File: config.mk
export PLATFORM = sky130hd
export DESIGN_NAME = phase_detector_seq_mc
export DESIGN_NICKNAME = d
export VERILOG_FILES = /design/src/rtl/phase_detector_seq_mc.sv
export SDC_FILE = /design/constraint.sdc
export NUM_CORES = 1
export LEC_CHECK = 0
export ABC_AREA = 1
export CAP_MARGIN = 10
export CORE_MARGIN = 2
export CORE_UTILIZATION = 30
export CTS_CLUSTER_SIZE = 12
export DETAILED_ROUTE_END_ITERATION = 6
export HOLD_SLACK_MARGIN = 0.15
export PLACE_DENSITY = 0.55
export SLEW_MARGIN = 0
export SYNTH_ARGS = -nofsm -noshare
export SYNTH_HDL_FRONTEND = slang
export SYNTH_SLANG_ARGS = --single-unit
File: constraint.sdc
create_clock -name CLK80 -period 2.2 [get_ports CLK80]
set_input_delay 0.33 -clock CLK80 [delete_from_list [all_inputs] [get_ports CLK80]]
set_output_delay 0.33 -clock CLK80 [all_outputs]
set_load 0.005 [all_outputs]
File: src/rtl/phase_detector_seq_mc.sv
// phase_detector_seq_mc: shared round-robin XOR/CPY/LUT/FLT/MUX strobe sequencer.
// Optional periodic auto-trigger is built when PHSEQ_AUTOTRIG_EN is defined.
module phase_detector_seq_mc #(
    parameter int NCH         = 4,
    parameter int CHW         = 2,
    parameter int XOR_LEN     = 1,
    parameter int AUTO_PERIOD = 1024
) (
    input  logic           CLK80,
    input  logic           reset,
    input  logic [NCH-1:0] trig,
    input  logic           auto_en,
    input  logic           clr_ovr,
    output logic           xor_ena,
    output logic           xor_res,
    output logic           store,
    output logic           lut,
    output logic           phcnt,
    output logic           demux,
    output logic [CHW-1:0] ch_sel,
    output logic           busy,
    output logic [NCH-1:0] done,
    output logic           overrun
);

    typedef enum logic [2:0] {
        S_IDLE = 3'd0,
        S_XOR  = 3'd1,
        S_CPY  = 3'd2,
        S_LUT  = 3'd3,
        S_FLT  = 3'd4,
        S_MUX  = 3'd5
    } state_t;

    localparam logic [7:0]     XLEN     = 8'(XOR_LEN);
    localparam logic [CHW-1:0] LAST_RST = CHW'(NCH - 1);

    state_t         state;
    state_t         state_d;
    logic [7:0]     cnt;
    logic [7:0]     cnt_d;
    logic [NCH-1:0] pend;
    logic [NCH-1:0] pend_d;
    logic [NCH-1:0] req;
    logic [NCH-1:0] auto_req;
    logic [NCH-1:0] done_d;
    logic [CHW-1:0] last;
    logic [CHW-1:0] win;
    logic           found;
    logic           grant;
    logic           ovr_set;

`ifdef PHSEQ_AUTOTRIG_EN
    localparam logic [15:0] AP_MAX = 16'(AUTO_PERIOD - 1);

    logic [15:0] acnt;

    // Auto-trigger period counter, parked at zero while disabled
    always_ff @(posedge CLK80 or posedge reset) begin
        if (reset) begin
            acnt <= '0;
        end else if (!auto_en) begin
            acnt <= '0;
        end else if (acnt == AP_MAX) begin
            acnt <= '0;
        end else begin
            acnt <= acnt + 16'd1;
        end
    end

    assign auto_req = (auto_en && (acnt == AP_MAX)) ? '1 : '0;
`else
    logic unused_auto;

    assign unused_auto = auto_en | (AUTO_PERIOD == 0);
    assign auto_req    = '0;
`endif

    assign req = pend | trig | auto_req;

    // Round-robin pick, searching from one past the last granted channel
    always_comb begin
        int j;
        j     = 0;
        found = 1'b0;
        win   = last;
        for (int k = 1; k <= NCH; k++) begin
            j = int'(last) + k;
            if (j >= NCH) begin
                j = j - NCH;
            end
            for (int i = 0; i < NCH; i++) begin
                if (!found && (i == j) && req[i]) begin
                    found = 1'b1;
                    win   = CHW'(i);
                end
            end
        end
    end

    // Next-state logic; XOR dwell is timed by a down-counter loaded on grant
    always_comb begin
        state_d = state;
        cnt_d   = cnt;
        grant   = 1'b0;
        case (state)
            S_IDLE: begin
                if (found) begin
                    state_d = S_XOR;
                    cnt_d   = XLEN;
                    grant   = 1'b1;
                end
            end
            S_XOR: begin
                if (cnt <= 8'd1) begin
                    state_d = S_CPY;
                end else begin
                    cnt_d = cnt - 8'd1;
                end
            end
            S_CPY:   state_d = S_LUT;
            S_LUT:   state_d = S_FLT;
            S_FLT:   state_d = S_MUX;
            S_MUX:   state_d = S_IDLE;
            default: state_d = S_IDLE;
        endcase
    end

    // Pending-request bookkeeping, overrun detection and done decode
    always_comb begin
        pend_d  = pend;
        done_d  = '0;
        ovr_set = 1'b0;
        for (int i = 0; i < NCH; i++) begin
            if (grant && (win == CHW'(i))) begin
                pend_d[i] = pend[i] & trig[i];
            end else begin
                pend_d[i] = pend[i] | trig[i] | auto_req[i];
                if (trig[i] && pend[i]) begin
                    ovr_set = 1'b1;
                end
            end
            done_d[i] = (state == S_MUX) && (ch_sel == CHW'(i));
        end
    end

    // State and XOR dwell counter registers
    always_ff @(posedge CLK80 or posedge reset) begin
        if (reset) begin
            state <= S_IDLE;
            cnt   <= '0;
        end else begin
            state <= state_d;
            cnt   <= cnt_d;
        end
    end

    // Arbitration state, channel select, done pulses and sticky overrun
    always_ff @(posedge CLK80 or posedge reset) begin
        if (reset) begin
            pend    <= '0;
            last    <= LAST_RST;
            ch_sel  <= '0;
            done    <= '0;
            overrun <= 1'b0;
        end else begin
            pend <= pend_d;
            if (grant) begin
                ch_sel <= win;
                last   <= win;
            end
            done    <= done_d;
            overrun <= ovr_set | (overrun & ~clr_ovr);
        end
    end

    // Strobes registered from the next state so they align with the state
    always_ff @(posedge CLK80 or posedge reset) begin
        if (reset) begin
            xor_ena <= 1'b1;
            store   <= 1'b0;
            xor_res <= 1'b0;
            lut     <= 1'b0;
            phcnt   <= 1'b0;
            demux   <= 1'b0;
            busy    <= 1'b0;
        end else begin
            xor_ena <= (state_d == S_IDLE) || (state_d == S_FLT) ||
                       (state_d == S_MUX);
            store   <= (state_d == S_XOR);
            xor_res <= (state_d == S_CPY);
            lut     <= (state_d == S_LUT);
            phcnt   <= (state_d == S_FLT);
            demux   <= (state_d == S_MUX);
            busy    <= (state_d != S_IDLE);
        end
    end

endmodule
Word level (Yosys, flattened, before mapping)
Cells that the tools add are included.
- bits of input ports: 8
- register bits after elaboration: 31
- mux-type cells: 56
- $add $sub $neg: 9
- reductions and logical operators: 71
- bitwise logic cells: 12
- $lt $le $gt $ge: 5
- equal/unequal tests: 30
- operators by type and width (kind ; number):
    $eq A3 B32 Y1 const A ; 8
    $eq A2 B32 Y1 const A ; 4
    $logic_not A32 Y1 ; 4
    $mux W32 ; 4
    $logic_and A1 B1 Y1 ; 43
    $mux W2 ; 16
    $mux W1 ; 30
    $mux W8 ; 2
    $pmux W8 S2 ; 1
    $logic_not A1 Y1 ; 15
    $pmux W3 S5 ; 1
    $eq A3 B2 Y1 const B ; 4
    $eq A3 B3 Y1 const B ; 4
    $sub A3 B3 Y4 const B ; 3
    $ge A3 B3 Y1 const B ; 3
    $eq A2 B2 Y1 const B ; 4
    $le A8 B1 Y1 const B ; 1
    $sub A8 B1 Y8 const B ; 1
    $add A2 B2 Y3 const B ; 2
    $eq A3 B1 Y1 const B ; 2
    $logic_not A3 Y1 ; 2
    $mux W3 ; 2
    $and A1 B1 Y1 ; 5
    $or A1 B1 Y1 ; 5
    13 further kinds ; 17

Longest topological paths before layout
Gate-level depths: netlist of run 1.
- word-level depth: 77
- gate-level depth with buffers: 18
- mapped depth without buffers: 18

Least setup slack after synthesis of run 1
Ideal clock, no wire load.
- path type: register to register
- start: reg last[1]
- end: reg busy
- setup slack: 0.207 ns
- required time: 2.076 ns
- period minus slack after synthesis: 1.993 ns
- library setup time: 0.124 ns
- arrival time: 1.869 ns
- buffers on the path: 0
- cell stages (with the launch flop): 15
- cells stage by stage: dfstp_2 inv_2 nor2_4 nand2_2 nand2_2 nor2_4 nand3_2 nor2_2 nor2_4 nand4_2 nor2_2 nand4_4 nand2_4 nand3_1 or2_1
- word-level cells in the longest chain between the ends: 69
- elaborated cells on any way between the ends: 97
- those cells by class: add/sub (8); order compare (4); eq/ne (12); mux (22); reduce/logical (51)
- RTL lines (item ; RTL line ; RTL):
    from (decl) ; 47 ; logic [CHW-1:0] last;
    from (signal assigned) ; 170 ; last <= win;
    $add A2 B1 Y3 ; 88 ; j = int'(last) + k;
    $sub A3 B3 Y4 / $ge A3 B3 Y1 (equally long branches) ; 90, 89 ;
    $mux W32 ; 89 ; if (j >= NCH) begin
    $logic_not A32 Y1 ; 93 ; if (!found && (i == j) && req[i]) begin
    $logic_and A1 B1 Y1 ; 93 ;
    $mux W1 ; 93 ;
    $logic_not A1 Y1 ; 93 ;
    $logic_and A1 B1 Y1 (2 in a row) ; 93 ;
    (+50 left out) ; - ;
    $logic_and A1 B1 Y1 (2 in a row) ; 93 ;
    $mux W1 ; 93 ;
    $logic_not A1 Y1 ; 93 ;
    $logic_and A1 B1 Y1 (2 in a row) ; 93 ;
    $mux W1 (*) ; 93 ;
    $mux W3 (*) ; 108 ; if (found) begin
    $pmux W3 S5 (*) ; 106 ; case (state)
    $reduce_bool A3 Y1 (*) ; 195 ; busy <= (state_d != S_IDLE);
    to (signal assigned) ; 195 ;
    to (decl) ; 21 ; output logic busy,
Mark *: on every way between the ends. The rest lies on a longest branch, timed or not.
A chain may end at the register's enable or synchronous reset.

Worst setup path in the final report of run 1
- start: reg last[1]
- end: reg overrun
- word-level cells in the longest chain between the ends: 77
- elaborated cells on any way between the ends: 128
- those cells by class: add/sub (8); order compare (4); eq/ne (15); mux (45); bitwise (1); reduce/logical (55)
- RTL lines (item ; RTL line ; RTL):
    $add A2 B1 Y3 ; 88 ;
    $sub A3 B3 Y4 / $ge A3 B3 Y1 (equally long branches) ; 90, 89 ;
    $mux W32 ; 89 ;
    $logic_not A32 Y1 ; 93 ;
    $logic_and A1 B1 Y1 ; 93 ;
    $mux W1 ; 93 ;
    $logic_not A1 Y1 ; 93 ;
    $logic_and A1 B1 Y1 (2 in a row) ; 93 ;
    (+60 left out) ; - ;
    $mux W1 ; 135 ; if (grant && (win == CHW'(i))) begin
    $mux W1 ; 139 ; if (trig[i] && pend[i]) begin
    $mux W1 ; 135 ;
    $mux W1 ; 139 ;
    $mux W1 ; 135 ;
    $mux W1 ; 139 ;
    $mux W1 (*) ; 135 ;
    $or A1 B1 Y1 (*) ; 173 ; overrun <= ovr_set | (overrun & ~clr_ovr);
    to (signal assigned) ; 173 ;
    to (decl) ; 23 ; output logic overrun
Marks and branches as above.

==> results of run 1 <==
-- cell usage after synthesis (4+ instances only) --
library cell,n
nor2_4,4
o21ai_0,5
dfrtp_1,28
o21ai_1,4
nor2_1,23
nand2_1,49
nand3_1,14
nor3_1,13
xor2_1,4
inv_1,36
nand2_2,5
inv_2,5
-- logic make-up (layout without fill, tap and decap cells) --
| kind of cell | after synthesis | in the layout | share of synthesized area (%) |
|---|---|---|---|
| xor gates and xnor gates | 6 | 6 | 3.043 |
| buffers and inverters | 42 | 94 | 9.565 |
| DFF | 31 | 31 | 45.15 |
| AOI/OAI and AO/OA | 15 | 15 | 5.218 |
| and+or+nand+nor | 122 | 122 | 35.58 |
| adders and majority gates | 2 | 2 | 1.449 |
-- layer usage --
| metal | share of wire (%) | wire (µm) | up-vias | global-route usage (%) |
|---|---|---|---|---|
| met1 | 44 | 1621 | 696 | 15.57 |
| met3 | 5.0 | 183 | 5 | 4.072 |
| met4 | 0.96 | 35 | 0 | 3.220 |
| met2 | 50 | 1818 | 28 | 20.08 |
| met5 | 0 | 0 | - | 0 |
| li1 | - | - | 776 | - |
-- worst max-delay path, delay by kind of cell (launching register included) --
| family | cells | cell delay [ps] |
|---|---|---|
| buffers and inverters | 2 | 210 |
| DFF | 1 | 570 |
| and+or+nand+nor | 15 | 1340 |
-- cell type report --
type | count | area, µm² | area share [%]
repair buffers | 45 | 427.9 | 17.14
multi-input cells | 145 | 950.9 | 38.10
well taps | 72 | 90.09 | 3.609
clock buffers | 5 | 68.82 | 2.757
flip-flops and latches | 31 | 779.5 | 31.23
inverters | 41 | 158.9 | 6.366
clock inverters | 3 | 20.02 | 0.8020
-- stage by stage --
| stage | util, % | cell area (µm²) | total power, mW | worst slack, ps | setup TNS (ps) |
|---|---|---|---|---|---|
| 2_1_floorplan | - | 1727 | 0.5985 | 206.7 | 0 |
| 3_3_place_gp | 39.23 | 2173 | 0.6198 | -342.5 | -4811 |
| 3_5_place_dp | 39.23 | 2173 | 0.6198 | -418.2 | -6033 |
| 4_1_cts | 41.15 | 2280 | 1.074 | -13.80 | -13.80 |
| 5_1_grt | 45.05 | 2496 | 1.104 | -239.3 | -2687 |
| 6_report | 45.05 | 2496 | 1.055 | -49.90 | -131.4 |
-- timing repair --
item	CTS	global route
setup buffers	1	5
pin swaps	7	21
endpoints found under the hold margin	0	0
endpoints found under the setup margin	10	19
gates resized for setup	3	49
-- registers in the layout, indices dropped and copies added (netlist names) --
name,count
pend,4
last,2
busy,1
phcnt,1
store,1
ch_sel,2
lut,1
xor_res,1
demux,1
overrun,1
state,3
done,4
xor_ena,1
cnt,8
-- where the power goes --
part	switching, mW	internal (mW)
logic	0.0211	0.0172
clock network	0.227	0.220
registers	0.000150	0.570
-- worst min path at each step --
stage,startpoint,end,slack (ps),depth (start not counted)
global placement,pend[2],pend[2],480,2
detailed placement,ch_sel[1],done[0],480,1
finish,reset,phcnt,400,2
floorplan,reset,busy,430,1
global route,reset,busy,440,2
CTS,reset,demux,410,2
==> metrics.md, run 1 <==
| Metric | Value |
|---|---|
| First-pass GRT wire length | `6.189 mm` |
| # setup viols final | `9` |
| CTS tree | `built` |
| Filler Cell Count | `around 540` |
| Status | `finished, violations left` |
| CTS Buffer Depth | `2` |
| Share of cells above drive strength 1 | `roughly 34%` |
| Critical Path Sink Type | `flip-flop` |
| Core ar. | `between 0.005 and 0.006 mm²` |
| Cell count after placement | `~330` |
| Antenna-violating nets left | `0` |
| Power Density | `roughly 420 mW/mm²` |
| Mapped cell area | `about 0.0017 mm²` |
| Crit path capture | `overrun` |
| Vias in the first global route | `1469` |
| Primary FF master, synth | `dfrtp_1` |
| IO Port Bufs | `20` |
| Leak pwr | `about 1.2 nW` |
| CTS Hold Bufs | `0` |
| Vias per inst | `about 4.4` |
| Finished Layout Cells | `342` |
| Worst reg2reg startpoint | `last[1]` |
| Area Growth Syn to Fin | `44.56%` |
| Crit path max fanout | `4` |
| Hold Slack | `slightly below 400 ps` |
| Top post-synthesis cells by area | `dfrtp_1 (41%), nand2_1 (11%), inv_1 (7.8%)` |
| Worst vdd rail ir drop | `248.9 µV` |
| HP Class | `in2async` |
| Max_cap viols | `0` |
| GRT Residual Overflow | `0` |
| CTS H-tree depth | `2` |
| Die Y | `79.87 µm` |
| N_diodes | `0` |
| HPWL after DPL | `about 2.7 mm` |
| Synth async-reset ratio | `100.0%` |
| Final GP Congestion | `0.7883` |
| Most frequent cells in the layout | `inv_1 (36), nand2_1 (36), dfrtp_1 (28)` |
| Area share of the largest cell type after synthesis | `between 40% and 50%` |
| DR iter-0 viols | `roughly 100` |
| Failing checks | `negative setup slack` |
| Tcrit/Tclk final | `102.3%` |
| Die Footprint | `around 0.0064 mm²` |
| Highest cell delay on the worst timing path | `~570 ps` |
| R2R setup slack | `-50 ps` |
| Worst relative slew slack | `60.90%` |
| Largest area contributor in the netlist | `dfrtp_1` |
| Worst Path Arrival | `2420 ps` |
| Skew final | `10.84 ps` |
| Tmin final | `2250 ps` |
| TritonCTS buffer count | `5` |
| Post-synth EDFFs | `0` |
| Ys Warns | `0` |
| Fmax | `between 0.4 and 0.5 GHz` |
| I/O pins | `22` |
| Routed WL | `~3.7 mm` |
| RSZ-0062 raised after global routing | `true` |
| Synth cell types | `29` |
| Gate Count Post-Synth | `around 220` |
| R2r worst-path depth | `17` |
| Final Hold Fails | `0` |
| Final WS setup | `-49.90 ps` |
| Start point of the critical path | `last[1]` |
| GRT Total Usage | `12.29%` |
| Post-Syn Nets | `228` |
| DR vias | `roughly 1500` |
| Clk root buf | `clkbuf_8` |
| Seq/Total Area, Yosys | `a little under half` |
| Starting Density | `a little under a third` |
| Worst-path cell chain | `buf_6 -> nor2_4 -> nand2_4 -> nand2_4 -> buf_6 -> nor3_4 -> nand3_2 -> nand3_2 -> nand2_2 -> nand2_4 -> nand2_2 -> nor2_2 -> nand3_1 -> nand2_1 -> nand2_1 -> nor2_1 -> nand2_1` |
| Clk_lat worst skew | `about 280 ps` |
| Seq cells post-synth | `31` |
| Worst EP required | `2370 ps` |
| Least-Margin Pin Slew | `around 580 ps` |
| Clock Pin Slew Worst Setup and Hold Paths | `approximately 70 ps` |
| Residual DRC | `0` |
| Die W | `between 70 and 80 µm` |
| Row cnt | `27` |
| Clk sinks | `31` |
| Drt first pass iters | `5` |
| Slew Limit Fails | `0` |
| Worst R2R End | `overrun` |
| Mapped Avg Cell Area | `7.920 µm²` |
| Worst Setup Start Kind | `flip-flop` |
| Final net count | `around 280` |
| Wire per inst | `around 11 µm` |
| Crit Path Class | `reg2reg` |
| Initial antenna violation count | `0` |
| Slowest-stage cell, CP | `dfstp_2` |
| Largest net degree at the start of global routing | `18` |
Note: power is estimated with default switching activity, not from simulation.
==> inputs of run 2 (changes only) <==
--- a/config.mk
+++ b/config.mk
@@ -6,6 +6,7 @@
 export NUM_CORES = 1
 export LEC_CHECK = 0
 export ABC_AREA = 1
+export ABC_CLOCK_PERIOD_IN_PS = 2200
 export CAP_MARGIN = 10
 export CORE_MARGIN = 2
 export CORE_UTILIZATION = 30
==> results of run 2 <==
No change in the layout: final DEF, timing and power equal those of run 1.
